<file path="config.mk">
export PLATFORM = sky130hd
export DESIGN_NAME = ex_stage_flat
export DESIGN_NICKNAME = d
export VERILOG_FILES = /design/src/rtl/ex_stage_pkg.sv /design/src/rtl/ex_stage_if.sv /design/src/rtl/ex_stage_div_unit.sv /design/src/rtl/ex_stage.sv /design/src/flat_wrapper.sv
export SDC_FILE = /design/constraint.sdc
export NUM_CORES = 2
export LEC_CHECK = 0
export CAP_MARGIN = 15
export CORE_AREA = 2 2 344 346
export CTS_BUF_LIST = sky130_fd_sc_hd__clkbuf_8
export CTS_CLUSTER_DIAMETER = 120
export DETAILED_ROUTE_END_ITERATION = 8
export DIE_AREA = 0 0 346 348
export MAX_ROUTING_LAYER = met4
export PLACE_DENSITY = 0.68
export SLEW_MARGIN = 10
export SYNTH_ARGS = -nofsm -noshare
export SYNTH_HDL_FRONTEND = slang
export SYNTH_SLANG_ARGS = --single-unit
</file>
<file path="constraint.sdc">
create_clock -name clk -period 40.3 [get_ports clk]
set_input_delay 12.09 -clock clk [delete_from_list [all_inputs] [get_ports clk]]
set_output_delay 12.09 -clock clk [all_outputs]
set_load 0.005 [all_outputs]
</file>
<file path="src/rtl/ex_stage_pkg.sv">
// Widths, operation/class encodings and divider state shared by the execute stage.
package ex_stage_pkg;

    localparam int unsigned REG_W       = 32;
    localparam int unsigned REG_ADDR_W  = 5;
    localparam int unsigned INST_ADDR_W = 32;
    localparam int unsigned SHAMT_W     = 5;
    localparam int unsigned DWORD_W     = 2 * REG_W;

    typedef logic [REG_W-1:0] reg_t;

    typedef enum logic [2:0] {
        EXE_RES_NOP,
        EXE_RES_LOGIC,
        EXE_RES_SHIFT,
        EXE_RES_ARITH,
        EXE_RES_JUMP,
        EXE_RES_LOAD_STORE,
        EXE_RES_MUL,
        EXE_RES_DIV
    } alusel_e;

    typedef enum logic [7:0] {
        EXE_NOP_OP = 8'h00,
        EXE_AND_OP, EXE_OR_OP, EXE_XOR_OP,
        EXE_SLL_OP, EXE_SRL_OP, EXE_SRA_OP,
        EXE_ADD_OP, EXE_SUB_OP, EXE_SLT_OP, EXE_SLTU_OP,
        EXE_JAL_OP, EXE_JALR_OP,
        EXE_LB_OP, EXE_LH_OP, EXE_LW_OP, EXE_LBU_OP, EXE_LHU_OP,
        EXE_SB_OP, EXE_SH_OP, EXE_SW_OP,
        EXE_MUL_OP, EXE_MULH_OP, EXE_MULHSU_OP, EXE_MULHU_OP,
        EXE_DIV_OP, EXE_DIVU_OP, EXE_REM_OP, EXE_REMU_OP
    } aluop_e;

    typedef enum logic [1:0] {
        DIV_IDLE,
        DIV_BUSY,
        DIV_DONE
    } div_state_e;

    // Sign- or zero-extend an operand to the double width used by the multiplier.
    function automatic logic [DWORD_W-1:0] mul_ext(input reg_t v, input logic is_signed);
        return {{REG_W{is_signed & v[REG_W-1]}}, v};
    endfunction

endpackage

</file>
<file path="src/rtl/ex_stage_if.sv">
// ID/EX operands and control into the execute stage, EX/MEM payload and stall back out.
interface ex_stage_if;
    import ex_stage_pkg::*;

    alusel_e                  ex_alusel;
    aluop_e                   ex_aluop;
    reg_t                     ex_opv1;
    reg_t                     ex_opv2;
    logic [REG_ADDR_W-1:0]    ex_waddr;
    logic                     ex_we;
    logic [INST_ADDR_W-1:0]   ex_link_addr;
    reg_t                     ex_mem_offset;
    logic                     hold;
    logic                     flush;

    logic [REG_ADDR_W-1:0]    wd_o;
    logic                     wreg_o;
    reg_t                     wdata_o;
    aluop_e                   aluop_o;
    reg_t                     mem_addr_o;
    reg_t                     mem_data_o;
    logic                     stall_req;

    modport master (
        output ex_alusel, ex_aluop, ex_opv1, ex_opv2, ex_waddr, ex_we,
               ex_link_addr, ex_mem_offset, hold, flush,
        input  wd_o, wreg_o, wdata_o, aluop_o, mem_addr_o, mem_data_o, stall_req
    );

    modport slave (
        input  ex_alusel, ex_aluop, ex_opv1, ex_opv2, ex_waddr, ex_we,
               ex_link_addr, ex_mem_offset, hold, flush,
        output wd_o, wreg_o, wdata_o, aluop_o, mem_addr_o, mem_data_o, stall_req
    );

endinterface

</file>
<file path="src/rtl/ex_stage_div_unit.sv">
// Radix-2 restoring divider: one quotient bit per BUSY cycle, RISC-V divide-by-zero/overflow shortcuts.
module ex_stage_div_unit
    import ex_stage_pkg::*;
#(
    parameter int unsigned DIV_W = REG_W
) (
    input  logic             clk,
    input  logic             rst,
    input  logic             start_i,
    input  logic             signed_i,
    input  logic             flush_i,
    input  logic             ack_i,
    input  logic [DIV_W-1:0] dividend_i,
    input  logic [DIV_W-1:0] divisor_i,
    output logic             busy_o,
    output logic             done_o,
    output logic [DIV_W-1:0] quotient_o,
    output logic [DIV_W-1:0] remainder_o
);

    localparam int unsigned      CNT_W    = $clog2(DIV_W);
    localparam logic [CNT_W-1:0] CNT_LAST = CNT_W'(DIV_W - 1);

    div_state_e       state_q;
    logic [DIV_W-1:0] quo_q, rem_q, dvs_q;
    logic [CNT_W-1:0] cnt_q;
    logic             neg_quo_q, neg_rem_q;

    logic             dvd_neg, dvs_neg, overflow, ge;
    logic [DIV_W-1:0] dvd_mag, dvs_mag, int_min;
    logic [DIV_W:0]   trial, diff;

    assign int_min  = {1'b1, {(DIV_W-1){1'b0}}};
    assign dvd_neg  = signed_i && dividend_i[DIV_W-1];
    assign dvs_neg  = signed_i && divisor_i[DIV_W-1];
    assign dvd_mag  = dvd_neg ? -dividend_i : dividend_i;
    assign dvs_mag  = dvs_neg ? -divisor_i : divisor_i;
    assign overflow = signed_i && (dividend_i == int_min) && (divisor_i == '1);

    // Partial remainder never reaches twice the divisor, so the borrow bit alone decides the quotient bit.
    assign trial = {rem_q, quo_q[DIV_W-1]};
    assign diff  = trial - {1'b0, dvs_q};
    assign ge    = !diff[DIV_W];

    always_ff @(posedge clk) begin
        if (!rst) begin
            state_q   <= DIV_IDLE;
            quo_q     <= '0;
            rem_q     <= '0;
            dvs_q     <= '0;
            cnt_q     <= '0;
            neg_quo_q <= 1'b0;
            neg_rem_q <= 1'b0;
        end else begin
            case (state_q)
                DIV_IDLE: begin
                    if (start_i && !flush_i) begin
                        cnt_q     <= '0;
                        neg_quo_q <= 1'b0;
                        neg_rem_q <= 1'b0;
                        if (divisor_i == '0) begin
                            quo_q   <= '1;
                            rem_q   <= dividend_i;
                            state_q <= DIV_DONE;
                        end else if (overflow) begin
                            quo_q   <= int_min;
                            rem_q   <= '0;
                            state_q <= DIV_DONE;
                        end else begin
                            quo_q     <= dvd_mag;
                            rem_q     <= '0;
                            dvs_q     <= dvs_mag;
                            neg_quo_q <= dvd_neg ^ dvs_neg;
                            neg_rem_q <= dvd_neg;
                            state_q   <= DIV_BUSY;
                        end
                    end
                end
                DIV_BUSY: begin
                    if (flush_i) begin
                        state_q <= DIV_IDLE;
                    end else begin
                        quo_q <= {quo_q[DIV_W-2:0], ge};
                        rem_q <= ge ? diff[DIV_W-1:0] : trial[DIV_W-1:0];
                        cnt_q <= cnt_q + CNT_W'(1);
                        if (cnt_q == CNT_LAST) begin
                            state_q <= DIV_DONE;
                        end
                    end
                end
                DIV_DONE: begin
                    if (flush_i || ack_i) begin
                        state_q <= DIV_IDLE;
                    end
                end
                default: state_q <= DIV_IDLE;
            endcase
        end
    end

    assign busy_o      = (state_q == DIV_BUSY);
    assign done_o      = (state_q == DIV_DONE);
    assign quotient_o  = neg_quo_q ? -quo_q : quo_q;
    assign remainder_o = neg_rem_q ? -rem_q : rem_q;

endmodule

</file>
<file path="src/rtl/ex_stage.sv">
// Execute stage: single-cycle ALU/shift/compare/link/multiply, iterative divide with stall request.
module ex_stage
    import ex_stage_pkg::*;
#(
    parameter int unsigned DIV_W = REG_W
) (
    input  logic      clk,
    input  logic      rst,
    ex_stage_if.slave ex
);

    logic               div_op, div_signed, div_busy, div_done;
    logic [DIV_W-1:0]   div_quo, div_rem;
    logic [DWORD_W-1:0] product;
    logic [SHAMT_W-1:0] shamt;
    reg_t               result;

    assign div_op     = (ex.ex_alusel == EXE_RES_DIV);
    assign div_signed = (ex.ex_aluop == EXE_DIV_OP) || (ex.ex_aluop == EXE_REM_OP);
    assign shamt      = ex.ex_opv2[SHAMT_W-1:0];

    ex_stage_div_unit #(
        .DIV_W (DIV_W)
    ) u_div (
        .clk         (clk),
        .rst         (rst),
        .start_i     (div_op),
        .signed_i    (div_signed),
        .flush_i     (ex.flush),
        .ack_i       (!ex.hold),
        .dividend_i  (ex.ex_opv1),
        .divisor_i   (ex.ex_opv2),
        .busy_o      (div_busy),
        .done_o      (div_done),
        .quotient_o  (div_quo),
        .remainder_o (div_rem)
    );

    // MULH: signed x signed, MULHSU: signed x unsigned, MUL/MULHU: unsigned halves of one product.
    assign product = mul_ext(ex.ex_opv1, ex.ex_aluop inside {EXE_MULH_OP, EXE_MULHSU_OP})
                   * mul_ext(ex.ex_opv2, ex.ex_aluop == EXE_MULH_OP);

    always_comb begin
        result = '0;
        case (ex.ex_alusel)
            EXE_RES_LOGIC: begin
                case (ex.ex_aluop)
                    EXE_AND_OP: result = ex.ex_opv1 & ex.ex_opv2;
                    EXE_OR_OP:  result = ex.ex_opv1 | ex.ex_opv2;
                    EXE_XOR_OP: result = ex.ex_opv1 ^ ex.ex_opv2;
                    default:    result = '0;
                endcase
            end
            EXE_RES_SHIFT: begin
                case (ex.ex_aluop)
                    EXE_SLL_OP: result = ex.ex_opv1 << shamt;
                    EXE_SRL_OP: result = ex.ex_opv1 >> shamt;
                    EXE_SRA_OP: result = $unsigned($signed(ex.ex_opv1) >>> shamt);
                    default:    result = '0;
                endcase
            end
            EXE_RES_ARITH: begin
                case (ex.ex_aluop)
                    EXE_ADD_OP:  result = ex.ex_opv1 + ex.ex_opv2;
                    EXE_SUB_OP:  result = ex.ex_opv1 - ex.ex_opv2;
                    EXE_SLT_OP:  result = REG_W'($signed(ex.ex_opv1) < $signed(ex.ex_opv2));
                    EXE_SLTU_OP: result = REG_W'(ex.ex_opv1 < ex.ex_opv2);
                    default:     result = '0;
                endcase
            end
            EXE_RES_JUMP: result = REG_W'(ex.ex_link_addr);
            EXE_RES_MUL: begin
                result = (ex.ex_aluop == EXE_MUL_OP) ? product[REG_W-1:0]
                                                     : product[DWORD_W-1:REG_W];
            end
            EXE_RES_DIV: begin
                if (div_done) begin
                    result = REG_W'((ex.ex_aluop inside {EXE_REM_OP, EXE_REMU_OP}) ? div_rem : div_quo);
                end
            end
            default: result = '0;
        endcase
    end

    always_comb begin
        ex.wd_o       = '0;
        ex.wreg_o     = 1'b0;
        ex.wdata_o    = '0;
        ex.aluop_o    = EXE_NOP_OP;
        ex.mem_addr_o = '0;
        ex.mem_data_o = '0;
        ex.stall_req  = 1'b0;
        if (rst) begin
            ex.wd_o       = ex.ex_waddr;
            ex.wreg_o     = ex.ex_we && !ex.flush;
            ex.wdata_o    = result;
            ex.aluop_o    = ex.ex_aluop;
            ex.mem_addr_o = ex.ex_opv1 + ex.ex_mem_offset;
            ex.mem_data_o = ex.ex_opv2;
            // An idle divider facing a divide holds the front end for its start cycle.
            ex.stall_req  = div_busy || (div_op && !ex.flush && !div_busy && !div_done);
        end
    end

endmodule

</file>
<file path="src/flat_wrapper.sv">
// flat-port wrapper written by rule: the top's interface ports become plain ports
module ex_stage_flat import ex_stage_pkg::*;
#(
    parameter int unsigned DIV_W = REG_W
)
  (clk, rst, ex_ex_alusel, ex_ex_aluop, ex_ex_opv1, ex_ex_opv2, ex_ex_waddr, ex_ex_we, ex_ex_link_addr, ex_ex_mem_offset, ex_hold, ex_flush, ex_wd_o, ex_wreg_o, ex_wdata_o, ex_aluop_o, ex_mem_addr_o, ex_mem_data_o, ex_stall_req);
  ex_stage_if ex_i ();
  input  logic clk;
  input  logic rst;
  input wire logic [$bits(ex_i.ex_alusel)-1:0] ex_ex_alusel;
  input wire logic [$bits(ex_i.ex_aluop)-1:0] ex_ex_aluop;
  input wire logic [$bits(ex_i.ex_opv1)-1:0] ex_ex_opv1;
  input wire logic [$bits(ex_i.ex_opv2)-1:0] ex_ex_opv2;
  input wire logic [$bits(ex_i.ex_waddr)-1:0] ex_ex_waddr;
  input wire logic [$bits(ex_i.ex_we)-1:0] ex_ex_we;
  input wire logic [$bits(ex_i.ex_link_addr)-1:0] ex_ex_link_addr;
  input wire logic [$bits(ex_i.ex_mem_offset)-1:0] ex_ex_mem_offset;
  input wire logic [$bits(ex_i.hold)-1:0] ex_hold;
  input wire logic [$bits(ex_i.flush)-1:0] ex_flush;
  output wire logic [$bits(ex_i.wd_o)-1:0] ex_wd_o;
  output wire logic [$bits(ex_i.wreg_o)-1:0] ex_wreg_o;
  output wire logic [$bits(ex_i.wdata_o)-1:0] ex_wdata_o;
  output wire logic [$bits(ex_i.aluop_o)-1:0] ex_aluop_o;
  output wire logic [$bits(ex_i.mem_addr_o)-1:0] ex_mem_addr_o;
  output wire logic [$bits(ex_i.mem_data_o)-1:0] ex_mem_data_o;
  output wire logic [$bits(ex_i.stall_req)-1:0] ex_stall_req;
  assign ex_i.ex_alusel = ex_ex_alusel;
  assign ex_i.ex_aluop = ex_ex_aluop;
  assign ex_i.ex_opv1 = ex_ex_opv1;
  assign ex_i.ex_opv2 = ex_ex_opv2;
  assign ex_i.ex_waddr = ex_ex_waddr;
  assign ex_i.ex_we = ex_ex_we;
  assign ex_i.ex_link_addr = ex_ex_link_addr;
  assign ex_i.ex_mem_offset = ex_ex_mem_offset;
  assign ex_i.hold = ex_hold;
  assign ex_i.flush = ex_flush;
  assign ex_wd_o = ex_i.wd_o;
  assign ex_wreg_o = ex_i.wreg_o;
  assign ex_wdata_o = ex_i.wdata_o;
  assign ex_aluop_o = ex_i.aluop_o;
  assign ex_mem_addr_o = ex_i.mem_addr_o;
  assign ex_mem_data_o = ex_i.mem_data_o;
  assign ex_stall_req = ex_i.stall_req;
  ex_stage #(.DIV_W(DIV_W)) u_core (.clk(clk), .rst(rst), .ex(ex_i));
endmodule
</file>
==> impl_metrics.py <==
metrics = {
    "yosys": {
        "synth_edf_count": 0,
        "synthAdderAreaFrac_pct": 47.19,
        "synth_xor_area_share_pct": 3.808,
        "synth_nets": 8970,
        "netlist-cell-type-count": 98,
        "synth-compound-area-share_pct": 14.39,
        "syn_area_mm2": 0.05796,
        "synth.ff_latch_count": 105,
        "yosys.area_share.simple_pct": 15.86,
        "syn_inst": 7313,
        "synth_warnings": 0,
        "ys_seq_area_share_pct": 3.626,
        "synth_top_family_by_area": "adder cells",
        "synth_area_per_cell_um2": 7.926,
        "synth.area.mux_share_pct": 3.061,
        "synthArstFlopShare_pct": 0,
        "synth_ff_type": "dfxtp_1",
    },
    "clock_network": {
        "path_clk_slew_ns": 0.12,
        "post_cts_buffers": 0,
        "cts_buffers": 9,
        "cts_hold_buf": 0,
        "clkLatencyLatePin_ns": 0.42,
        "cts_max_path_buffers": 2,
        "cts_resized": 0,
        "cts_sinks": 105,
        "cts_tree": "done",
        "cts_max_level": 3,
        "cts_root_buf": "clkbuf_8",
    },
    "critical_path": {
        "critPathSlowestCell": "fa_1",
        "worstSetupEndpointType": "output port",
        "slowest_delay_ns": 0.82,
        "required_ns": 28.21,
        "r2r-start": "u_core.u_div.quo_q[31]",
        "cp-start-kind": "input pin",
        "crit_start": "ex_ex_aluop[5]",
        "rr_worst_depth": 14,
        "crit_top_cell": "fa_1",
        "crit_type": "input pin to output port",
        "arrival_ns": 24.17,
        "critPathMaxFanout": 14,
    },
    "grt": {
        "grt_pass1_wl_um": 399300,
        "use_met2_pct": 68.37,
        "grtUsageTotal_pct": 47.59,
        "overflow": 0,
        "antenna_found_initial": 29,
        "busiest_layer": "met2",
        "grt_pass1_vias": 56550,
        "grt_max_degree": 77,
        "global_route.usage.met1_pct": 58.77,
        "met3_usage_pct": 14.55,
    },
    "floorplan": {
        "die_area_mm2": 0.1204,
        "die_w_um": 346,
        "core_area_mm2": 0.1170,
        "num_rows": 126,
        "io_pins": 260,
        "fp.dieH_um": 348,
        "initial_core_util_pct": 49.55,
    },
    "timing": {
        "tightest_slew_ns": 1.287,
        "setup_violations": 0,
        "period_needed_ns": 36.26,
        "period_share_pct": 89.98,
        "finClkSkew_ns": 0.01882,
        "max_freq_mhz": 27.58,
        "hold_viol": 0,
        "slew_viol_final": 0,
        "fin_setup_tns_ns": 0,
        "slew_headroom_pct": 13.71,
        "rsz0062_at_grt": "false",
    },
    "run_status": {
        "status": "finished, final reports clean",
    },
    "layout": {
        "fin_nets": 8943,
        "drive_gt1_share_pct": 5.226,
        "fin_util_pct": 53.11,
        "areaGrowthSynthToFinish_pct": 7.182,
        "finish.instance_area_mm2": 0.06213,
    },
    "route": {
        "wl_per_cell_um": 31.56,
        "via_count": 56150,
        "drcViolationCount": 0,
        "routed_via_density": 6.336,
        "drt-initial-drc-count": 6925,
        "finalWirelength_um": 279700,
        "first_pass_iters": 8,
        "ant_nets": 0,
    },
    "placed_design": {
        "placed_area_mm2": 0.06180,
        "port_buffers": 259,
        "dp_hpwl_um": 215600,
        "gp_congestion": 1.119,
    },
    "worst_hold_path": {
        "hp-start": "u_core.u_div.cnt_q[4]",
        "min_path_type": "flop to flop",
        "holdPathStages": 2,
    },
    "flow_run": {
        "maxCapViolCount": 0,
    },
}
cell type report:
type / count / area (µm²)
Sequential cell: 105 / 2102
Tap cell: 1536 / 1922
Fill cell: 11290 / 54850
Antenna cell: 35 / 87.58
Multi-Input combinational cell: 5369 / 48950
Clock inverter: 7 / 86.33
Timing Repair Buffer: 441 / 3749
Clock buffer: 9 / 123.9
Inverter: 1360 / 5109
logic make-up (layout without fill, tap and decap cells):
logic type                 count (synthesis)  in the layout
and+or+nand+nor                         2174           2174
DFF                                      105            105
muxes                                    124            124
buffers and inverters                   1839           1817
AOI/OAI and AO/OA                       1310           1310
xor gates and xnor gates                 252            252
adders and majority gates               1509           1509
other                                      0             35
worst max-delay path, delay by kind of cell:
family                   cells  cell delay, ns
adder cells (fa/ha/maj)      9            5.16
multiplexers                 1            0.37
buffers and inverters        9            2.41
AO/OA/AOI/OAI                4            1.35
AND/OR/NAND/NOR              9            2.75
layer usage:
metal  up-vias  routed length, µm
met5         -                  0
met4         0              22440
met3       961              37570
met2      4049             116700
met1     28010             102900
li1      23130                  -
metrics by stage:
stage,hold slack [ns],worst slack [ns],cells
3_5_place_dp,0.4515,4.282,8810
4_1_cts,0.4685,4.220,8826
5_1_grt,0.4873,3.595,8852
3_3_place_gp,0.4447,3.860,8809
2_1_floorplan,0.4362,6.875,7313
6_report,0.4652,4.038,8862
sequential cells by signal, summed over array words and instances (netlist names):
signal                  cells
u_core.u_div.dvs_q         32
u_core.u_div.cnt_q          5
u_core.u_div.neg_quo_q      1
u_core.u_div.quo_q         32
u_core.u_div.rem_q         32
u_core.u_div.state_q        2
u_core.u_div.neg_rem_q      1
placed cells by master, fill, tap and decap left out, drive strengths merged, types with 16 or more instances in the layout:
cell type / n
inv: 1346
fa: 1129
nand2: 1023
nor2: 718
ha: 379
a21oi: 365
o21ai: 315
buf: 234
clkdlybuf4s50: 207
xnor2: 171
dfxtp: 105
nor3: 100
a31oi: 82
xor2: 81
a211oi: 72
a21o: 68
mux2i: 67
nand3: 64
o211ai: 50
o31ai: 43
nand4: 41
mux4: 41
a221oi: 38
a22oi: 38
and2: 38
diode: 35
nand2b: 34
or3: 32
o21a: 29
o21bai: 27
o22ai: 25
nor4: 22
o41ai: 19
clkinv: 19
o221ai: 17
mux2: 16
or2: 16
Yosys cell counts (11+ instances only):
master / instances / area (µm²)
ha_1: 379 / 4742
a21o_1: 68 / 510.5
nand2b_1: 33 / 206.5
and3_1: 15 / 93.84
xor2_1: 81 / 709.4
a22oi_1: 38 / 285.3
o41ai_1: 17 / 148.9
a211oi_1: 71 / 533.0
or3_1: 29 / 181.4
dfxtp_1: 105 / 2102
a221oi_1: 38 / 332.8
buf_2: 18 / 90.09
a41oi_1: 11 / 96.34
and2_1: 37 / 231.5
nor3_1: 99 / 495.5
nor4_1: 22 / 137.6
inv_1: 1337 / 5019
o21bai_1: 27 / 202.7
o21a_1: 29 / 217.7
clkinv_1: 17 / 63.81
a31oi_1: 82 / 513.0
o31ai_1: 42 / 315.3
a21oi_1: 364 / 1822
nand2_1: 1023 / 3840
fa_1: 1129 / 22600
or4_1: 11 / 82.58
mux4_2: 41 / 923.4
clkbuf_1: 359 / 1348
o22ai_1: 25 / 156.4
or2_2: 15 / 93.84
nor2b_1: 14 / 87.58
nand3_1: 64 / 320.3
nand3b_1: 13 / 97.59
mux2_2: 16 / 180.2
o211ai_1: 50 / 375.4
o21ai_0: 311 / 1556
nor2_1: 717 / 2691
nand4_1: 41 / 256.5
a221o_1: 15 / 150.1
buf_1: 93 / 349.1
xnor2_1: 171 / 1498
mux2i_1: 67 / 670.6
a311oi_1: 11 / 96.34
o221ai_1: 16 / 140.1
worst paths after layout:
kind | endpoint | slack [ns]
worst max-delay path | ex_wdata_o[29] | 4.04
worst min-delay path | u_core.u_div.cnt_q[4] | 0.47
worst max register to register | u_core.u_div.rem_q[23] | 35.78
worst min register to register | u_core.u_div.cnt_q[4] | 0.47
Power is not shown: default switching activity piles up to over one toggle a cycle in this logic, so the estimate is an artifact.
